--- src/rtl/sp_ram_pkg.sv ---
// Shared types and defaults for the single-port RAM request adapter.
package sp_ram_pkg;

    // Defaults for the buffer depth and the byte-address span decoded by the macro.
    localparam int RSP_DEPTH_DEFAULT      = 2;
    localparam int RAM_ADDR_WIDTH_DEFAULT = 11;
    localparam int RSP_DATA_WIDTH         = 32;

    // One response as it travels through the fall-through path and the buffer.
    typedef struct packed {
        logic [RSP_DATA_WIDTH-1:0] rdata;
        logic                      err;
    } rsp_t;

endpackage

--- src/rtl/sp_ram_rsp_fifo.sv ---
// Small response buffer: registered storage, combinational head, wrapping
// pointers and an occupancy counter. Asynchronous active-low reset clears
// pointers and occupancy; storage contents are don't-care when empty.
module sp_ram_rsp_fifo
    import sp_ram_pkg::*;
#(
    parameter int DEPTH = RSP_DEPTH_DEFAULT,
    parameter int WIDTH = $bits(rsp_t),
    parameter int CW    = $clog2(DEPTH + 1)
) (
    input  logic             clk,
    input  logic             rstn_i,
    input  logic             push_i,
    input  logic [WIDTH-1:0] push_data_i,
    input  logic             pop_i,
    output logic [WIDTH-1:0] head_o,
    output logic             full_o,
    output logic             empty_o,
    output logic [CW-1:0]    count_o
);

    localparam int PW = (DEPTH > 1) ? $clog2(DEPTH) : 1;

    logic [WIDTH-1:0] r_mem [DEPTH];
    logic [PW-1:0]    r_wptr;
    logic [PW-1:0]    r_rptr;
    logic [CW-1:0]    r_count;
    logic             w_do_push;
    logic             w_do_pop;

    // Pointer advance wraps at DEPTH so non-power-of-two depths also work.
    function automatic logic [PW-1:0] ptr_inc(input logic [PW-1:0] ptr);
        return (ptr == PW'(DEPTH - 1)) ? '0 : ptr + 1'b1;
    endfunction

    assign w_do_push = push_i & ~full_o;
    assign w_do_pop  = pop_i & ~empty_o;

    assign full_o  = (r_count == CW'(DEPTH));
    assign empty_o = (r_count == '0);
    assign count_o = r_count;
    assign head_o  = r_mem[r_rptr];

    // Storage write at the tail; no reset needed on the data itself.
    always_ff @(posedge clk) begin
        if (w_do_push) begin
            r_mem[r_wptr] <= push_data_i;
        end
    end

    // Pointers and occupancy; a simultaneous push and pop leaves occupancy unchanged.
    always_ff @(posedge clk or negedge rstn_i) begin
        if (!rstn_i) begin
            r_wptr  <= '0;
            r_rptr  <= '0;
            r_count <= '0;
        end else begin
            if (w_do_push) r_wptr <= ptr_inc(r_wptr);
            if (w_do_pop)  r_rptr <= ptr_inc(r_rptr);
            case ({w_do_push, w_do_pop})
                2'b10:   r_count <= r_count + 1'b1;
                2'b01:   r_count <= r_count - 1'b1;
                default: r_count <= r_count;
            endcase
        end
    end

endmodule

--- src/rtl/sp_ram_req_adapter.sv ---
// Request/response adapter in front of a single-port RAM macro with one cycle
// of read latency. Grants are limited by outstanding responses (in flight plus
// buffered); the N+1 response falls through when the buffer is empty and is
// parked in the buffer otherwise.
// Optional feature: define SP_RAM_ADDR_CHECK_EN to flag requests whose upper
// address bits lie outside the macro (no RAM access, err=1, rdata=0).
module sp_ram_req_adapter
    import sp_ram_pkg::*;
#(
    parameter int ADDR_WIDTH     = 15,
    parameter int DATA_WIDTH     = 32,
    parameter int RAM_ADDR_WIDTH = RAM_ADDR_WIDTH_DEFAULT,
    parameter int RSP_DEPTH      = RSP_DEPTH_DEFAULT
) (
    input  logic                    clk,
    input  logic                    rstn_i,
    input  logic                    req_i,
    output logic                    gnt_o,
    input  logic [ADDR_WIDTH-1:0]   addr_i,
    input  logic                    we_i,
    input  logic [DATA_WIDTH/8-1:0] be_i,
    input  logic [DATA_WIDTH-1:0]   wdata_i,
    output logic                    rvalid_o,
    input  logic                    rready_i,
    output logic [DATA_WIDTH-1:0]   rdata_o,
    output logic                    err_o,
    output logic                    ram_en_o,
    output logic                    ram_we_o,
    output logic [ADDR_WIDTH-1:0]   ram_addr_o,
    output logic [DATA_WIDTH/8-1:0] ram_be_o,
    output logic [DATA_WIDTH-1:0]   ram_wdata_o,
    input  logic [DATA_WIDTH-1:0]   ram_rdata_i
);

    localparam int CW = $clog2(RSP_DEPTH + 1);

`ifdef SP_RAM_ADDR_CHECK_EN
    localparam bit LP_ADDR_CHECK = 1'b1;
`else
    // Upper bits are simply passed on; the macro wraps them away.
    localparam bit LP_ADDR_CHECK = 1'b0;
`endif

    logic          w_oob;
    logic [CW:0]   w_outstanding;
    logic          w_gnt;
    logic          r_inflight;
    logic          r_inflight_zero;
    logic          r_inflight_err;
    rsp_t          w_rsp;
    rsp_t          w_head;
    rsp_t          w_out;
    logic          w_fifo_full;
    logic          w_fifo_empty;
    logic [CW-1:0] w_fifo_count;
    logic          w_rvalid;
    logic          w_push;
    logic          w_pop;

    assign w_oob = LP_ADDR_CHECK & (|addr_i[ADDR_WIDTH-1:RAM_ADDR_WIDTH]);

    // Outstanding count does not credit a pop happening in the same cycle.
    assign w_outstanding = {{CW{1'b0}}, r_inflight} + {1'b0, w_fifo_count};
    assign w_gnt         = rstn_i & req_i & (w_outstanding < (CW + 1)'(RSP_DEPTH));
    assign gnt_o         = w_gnt;

    // Out-of-range requests are granted but never touch the macro.
    assign ram_en_o    = w_gnt & ~w_oob;
    assign ram_we_o    = ram_en_o & we_i;
    assign ram_addr_o  = addr_i;
    assign ram_be_o    = be_i;
    assign ram_wdata_o = wdata_i;

    // Remember what kind of response the granted request will produce next cycle.
    always_ff @(posedge clk or negedge rstn_i) begin
        if (!rstn_i) begin
            r_inflight      <= 1'b0;
            r_inflight_zero <= 1'b0;
            r_inflight_err  <= 1'b0;
        end else begin
            r_inflight      <= w_gnt;
            r_inflight_zero <= we_i | w_oob;
            r_inflight_err  <= w_gnt & w_oob;
        end
    end

    // Form the N+1 response and choose between buffer head and fall-through.
    always_comb begin
        w_rsp.rdata = r_inflight_zero ? '0 : ram_rdata_i;
        w_rsp.err   = r_inflight_err;
        w_out       = w_fifo_empty ? w_rsp : w_head;
    end

    assign w_rvalid = r_inflight | ~w_fifo_empty;
    assign w_pop    = w_rvalid & rready_i;
    // Park the fresh response unless it falls through and is consumed right away.
    assign w_push   = r_inflight & ~(w_fifo_empty & rready_i) & ~w_fifo_full;

    assign rvalid_o = w_rvalid;
    assign rdata_o  = w_rvalid ? w_out.rdata : '0;
    assign err_o    = w_rvalid & w_out.err;

    sp_ram_rsp_fifo #(
        .DEPTH (RSP_DEPTH),
        .WIDTH ($bits(rsp_t)),
        .CW    (CW)
    ) u_rsp_fifo (
        .clk         (clk),
        .rstn_i      (rstn_i),
        .push_i      (w_push),
        .push_data_i (w_rsp),
        .pop_i       (w_pop & ~w_fifo_empty),
        .head_o      (w_head),
        .full_o      (w_fifo_full),
        .empty_o     (w_fifo_empty),
        .count_o     (w_fifo_count)
    );

endmodule

--- config.mk ---
export PLATFORM = sky130hd
export DESIGN_NAME = sp_ram_req_adapter
export DESIGN_NICKNAME = d
export VERILOG_FILES = /design/src/rtl/sp_ram_pkg.sv /design/src/rtl/sp_ram_rsp_fifo.sv /design/src/rtl/sp_ram_req_adapter.sv
export SDC_FILE = /design/constraint.sdc
export NUM_CORES = 1
export LEC_CHECK = 0
export ABC_AREA = 0
export ABC_CLOCK_PERIOD_IN_PS = 2700
export BUFFER_PORTS_ARGS = -buffer_cell sky130_fd_sc_hd__buf_2
export CORE_UTILIZATION = 45
export DETAILED_ROUTE_END_ITERATION = 7
export PLACE_DENSITY = 0.83
export SLEW_MARGIN = 15
export SYNTH_ARGS = -nofsm -noshare
export SYNTH_HDL_FRONTEND = slang
export SYNTH_SLANG_ARGS = --single-unit
--- constraint.sdc ---
create_clock -name clk -period 2.7 [get_ports clk]
set_clock_uncertainty 0.05 [all_clocks]
set_input_delay 0.27 -clock clk [delete_from_list [all_inputs] [get_ports clk]]
set_output_delay 0.27 -clock clk [all_outputs]
set_load 0.05 [all_outputs]
==> impl_metrics.tcl <==
set metrics [dict create \
    ant_nets 0 \
    drt-initial-drc-count 134 \
    synth_cells 288 \
    via_count 2113 \
    hold_viol 0 \
    arrival_ps 1880 \
    vias_per_cell 5.06 \
    yosysSeqAreaShare_pct 57.4 \
    crit_required_ps 2380 \
    antenna_cells 0 \
    port_buffers 72 \
    grt_pass1_wl_um 10200 \
    grt_usage_pct 16.3 \
    peakVddDrop_v 0.000488 \
    p_per_area_mw_per_mm2 1140 \
    nFillCells 685 \
    fmax_ghz 0.454 \
    grt_use_met1_pct 20.0 \
    die_w_um 91.6 \
    cts.reportedPaths.clkPinSlew_ps 70 \
    cap_violations 0 \
    worst_slew_pin_slew_ps 602 \
    status "complete, no violations" \
    p_leak_nw 1.52 \
    path_class "register to primary output" \
    antenna_found_initial 0 \
    coreArea_sq_mm 0.00773 \
    dieArea_sq_mm 0.00839 \
    post-route-min-period_ps 2200 \
    mappedNetlistArea_sq_mm 0.00361 \
    slew_violations 0 \
    placementRows 32 \
    start_kind "register" \
    total_power_mw 4.45 \
    post_cts_buffers 0 \
    finalNetCount 400 \
    yosysWarnings 0 \
    rsz0062_at_grt "false" \
    wirelength_um 6500 \
    cts_buffer_depth 2 \
    setup_tns_ps 0 \
    overflow 0 \
    worstPathCellList "buf_12, mux2i_1, o21ai_1, buf_2" \
    ioPinCount 176 \
    use_met3_pct 4.19 \
    setup_viol 0 \
    cts_tree "done" \
    grt_max_degree 35 \
    drive_gt1_share_pct 35.8 \
    grt_util_met2_pct 26.4 \
    fp.dieH_um 91.6 \
    cp_slowest_cell "dfrtp_2" \
    cts-root-buf "clkbuf_8" \
    synthesis.nets 377 \
    busiest_layer "met2" \
    critPathMaxFanout 17 \
    slowest_delay_ps 710 \
    critPathBufInv 2 \
    gp_congestion 0.689 \
    slew_headroom_pct 59.8 \
    cp-end-kind "primary output" \
    period_share_pct 81.5 \
    rrSetupSlack_ps 860 \
    area_growth_pct 8.28 \
    numCtsBuffers 9 \
    htreeDepth 3 \
    path_delay_family "flip-flops" \
    min_path_type "input pin to register" \
    ys_ff_latch 70 \
    postSynthAreaPerCell_sq_um 12.5 \
    start_util_pct 46.7 \
    first_pass_iters 4 \
    drc 0 \
    post_drt_wl_per_cell_um 15.6 \
    synth_cell_type_count 25 \
    dp_hpwl_um 4230 \
    clock_insertion_delay_worst_skew_ps 330 \
    clkSinkCount 70 \
    grt_pass1_vias 2081 \
]
==> cells in the mapped netlist, drive strengths merged <==
cell type / n / area [sq um]
xnor2: 3 / 26.3
inv: 1 / 3.75
nand2: 1 / 3.75
mux2i: 32 / 320
clkbuf: 3 / 15.0
dfrtp: 6 / 150
ha: 1 / 12.5
edfxtp: 64 / 1920
or3: 1 / 6.26
and2: 1 / 6.26
a211oi: 1 / 7.51
nor2: 5 / 21.3
nand3: 32 / 160
buf: 68 / 514
nor2b: 33 / 214
o21ai: 33 / 206
conb: 1 / 3.75
xor2: 2 / 17.5
==> cells by family (layout without fill, tap and decap cells) <==
group                    after synthesis  count (layout)  share of synthesized area, %
adder cells (fa/ha/maj)                1               1                         0.346
other                                  1               1                         0.104
buffers and inverters                 72             100                          14.8
AO/OA/AOI/OAI                         34              34                          5.93
flip-flops                            70              70                          57.4
AND/OR/NAND/NOR                       73              73                          11.4
multiplexers                          32              32                          8.87
XOR/XNOR                               5               5                          1.21
==> through the flow <==
step | setup slack, ps | utilization (%) | std cells | instance area [sq um] | hold WS, ps
2_1_floorplan | 218 | - | 288 | 3620 | -75.6
3_3_place_gp | 675 | 47.6 | 400 | 3680 | 54.3
3_5_place_dp | 631 | 47.6 | 400 | 3680 | 57.9
4_1_cts | 239 | 50.6 | 418 | 3910 | 125
5_1_grt | 360 | 50.6 | 418 | 3910 | 155
6_report | 500 | 50.6 | 418 | 3910 | 144
==> worst paths after layout <==
| check | from | end | depth (start not counted) |
|---|---|---|---|
| min in group asynchronous | rstn_i | u_rsp_fifo.count_o[0] | 2 |
| worst min register to register | u_rsp_fifo.r_wptr | u_rsp_fifo.r_wptr | 1 |
| worst max-delay path | u_rsp_fifo.r_rptr | rdata_o[7] | 4 |
| max in group asynchronous | rstn_i | r_inflight_zero | 2 |
| worst max register to register | u_rsp_fifo.count_o[1] | u_rsp_fifo.r_mem[0][23] | 4 |
| worst min-delay path | req_i | r_inflight | 3 |
==> tightest hold or removal path: cells and delay by family <==
kind	cells	cell delay, ps
AO/OA/AOI/OAI	1	60
AND/OR/NAND/NOR	1	60
buffers and inverters	1	100
==> area by class of cell <==
type,count,area (sq um),share of cell area (%)
inverters,1,3.75,0.0960
repair buffers,83,460,11.8
clock buffers,9,124,3.17
well taps,102,128,3.26
flip-flops and latches,70,2070,53.1
multi-input cells,146,1030,26.4
clock inverters,7,88.8,2.27
==> routing by layer <==
metal | vias up | wire [um]
met1 | 981 | 2760
met3 | 32 | 349
met2 | 85 | 3210
met5 | - | 0
li1 | 1015 | -
met4 | 0 | 186
==> placed cells by master, fill, tap and decap left out <==
master,count
buf_2,72
edfxtp_1,64
nor2b_1,32
mux2i_1,32
nand3_1,32
o21ai_1,22
o21ai_2,11
clkbuf_8,9
buf_4,8
dfrtp_1,4
nor2_4,3
xnor2_1,3
nor2_1,2
xor2_1,2
clkinv_1,2
bufinv_16,2
dlygate4sd3_1,2
dfrtp_2,2
nor2b_4,1
or3_1,1
inv_1,1
nand2_1,1
a211oi_2,1
and2_1,1
ha_1,1
conb_1,1
clkinv_2,1
clkinv_4,1
clkinvlp_4,1
buf_12,1
==> timing repair <==
item	CTS	global route
resized for setup	0	0
endpoints found under the hold margin	7	0
hold buffers	2	0
==> power breakdown <==
part	internal, mW	switching (mW)	leakage, nW
clock network	0.514	0.391	0.104
registers	1.31	0.144	0.658
logic	0.572	1.52	0.753
==> state kept, by name, indices dropped and copies added (netlist names) <==
name                count
u_rsp_fifo.r_wptr       1
u_rsp_fifo.r_mem       64
r_inflight_zero         1
u_rsp_fifo.count_o      2
u_rsp_fifo.r_rptr       1
r_inflight              1
No activity file was read; power rests on OpenSTA's default activity.
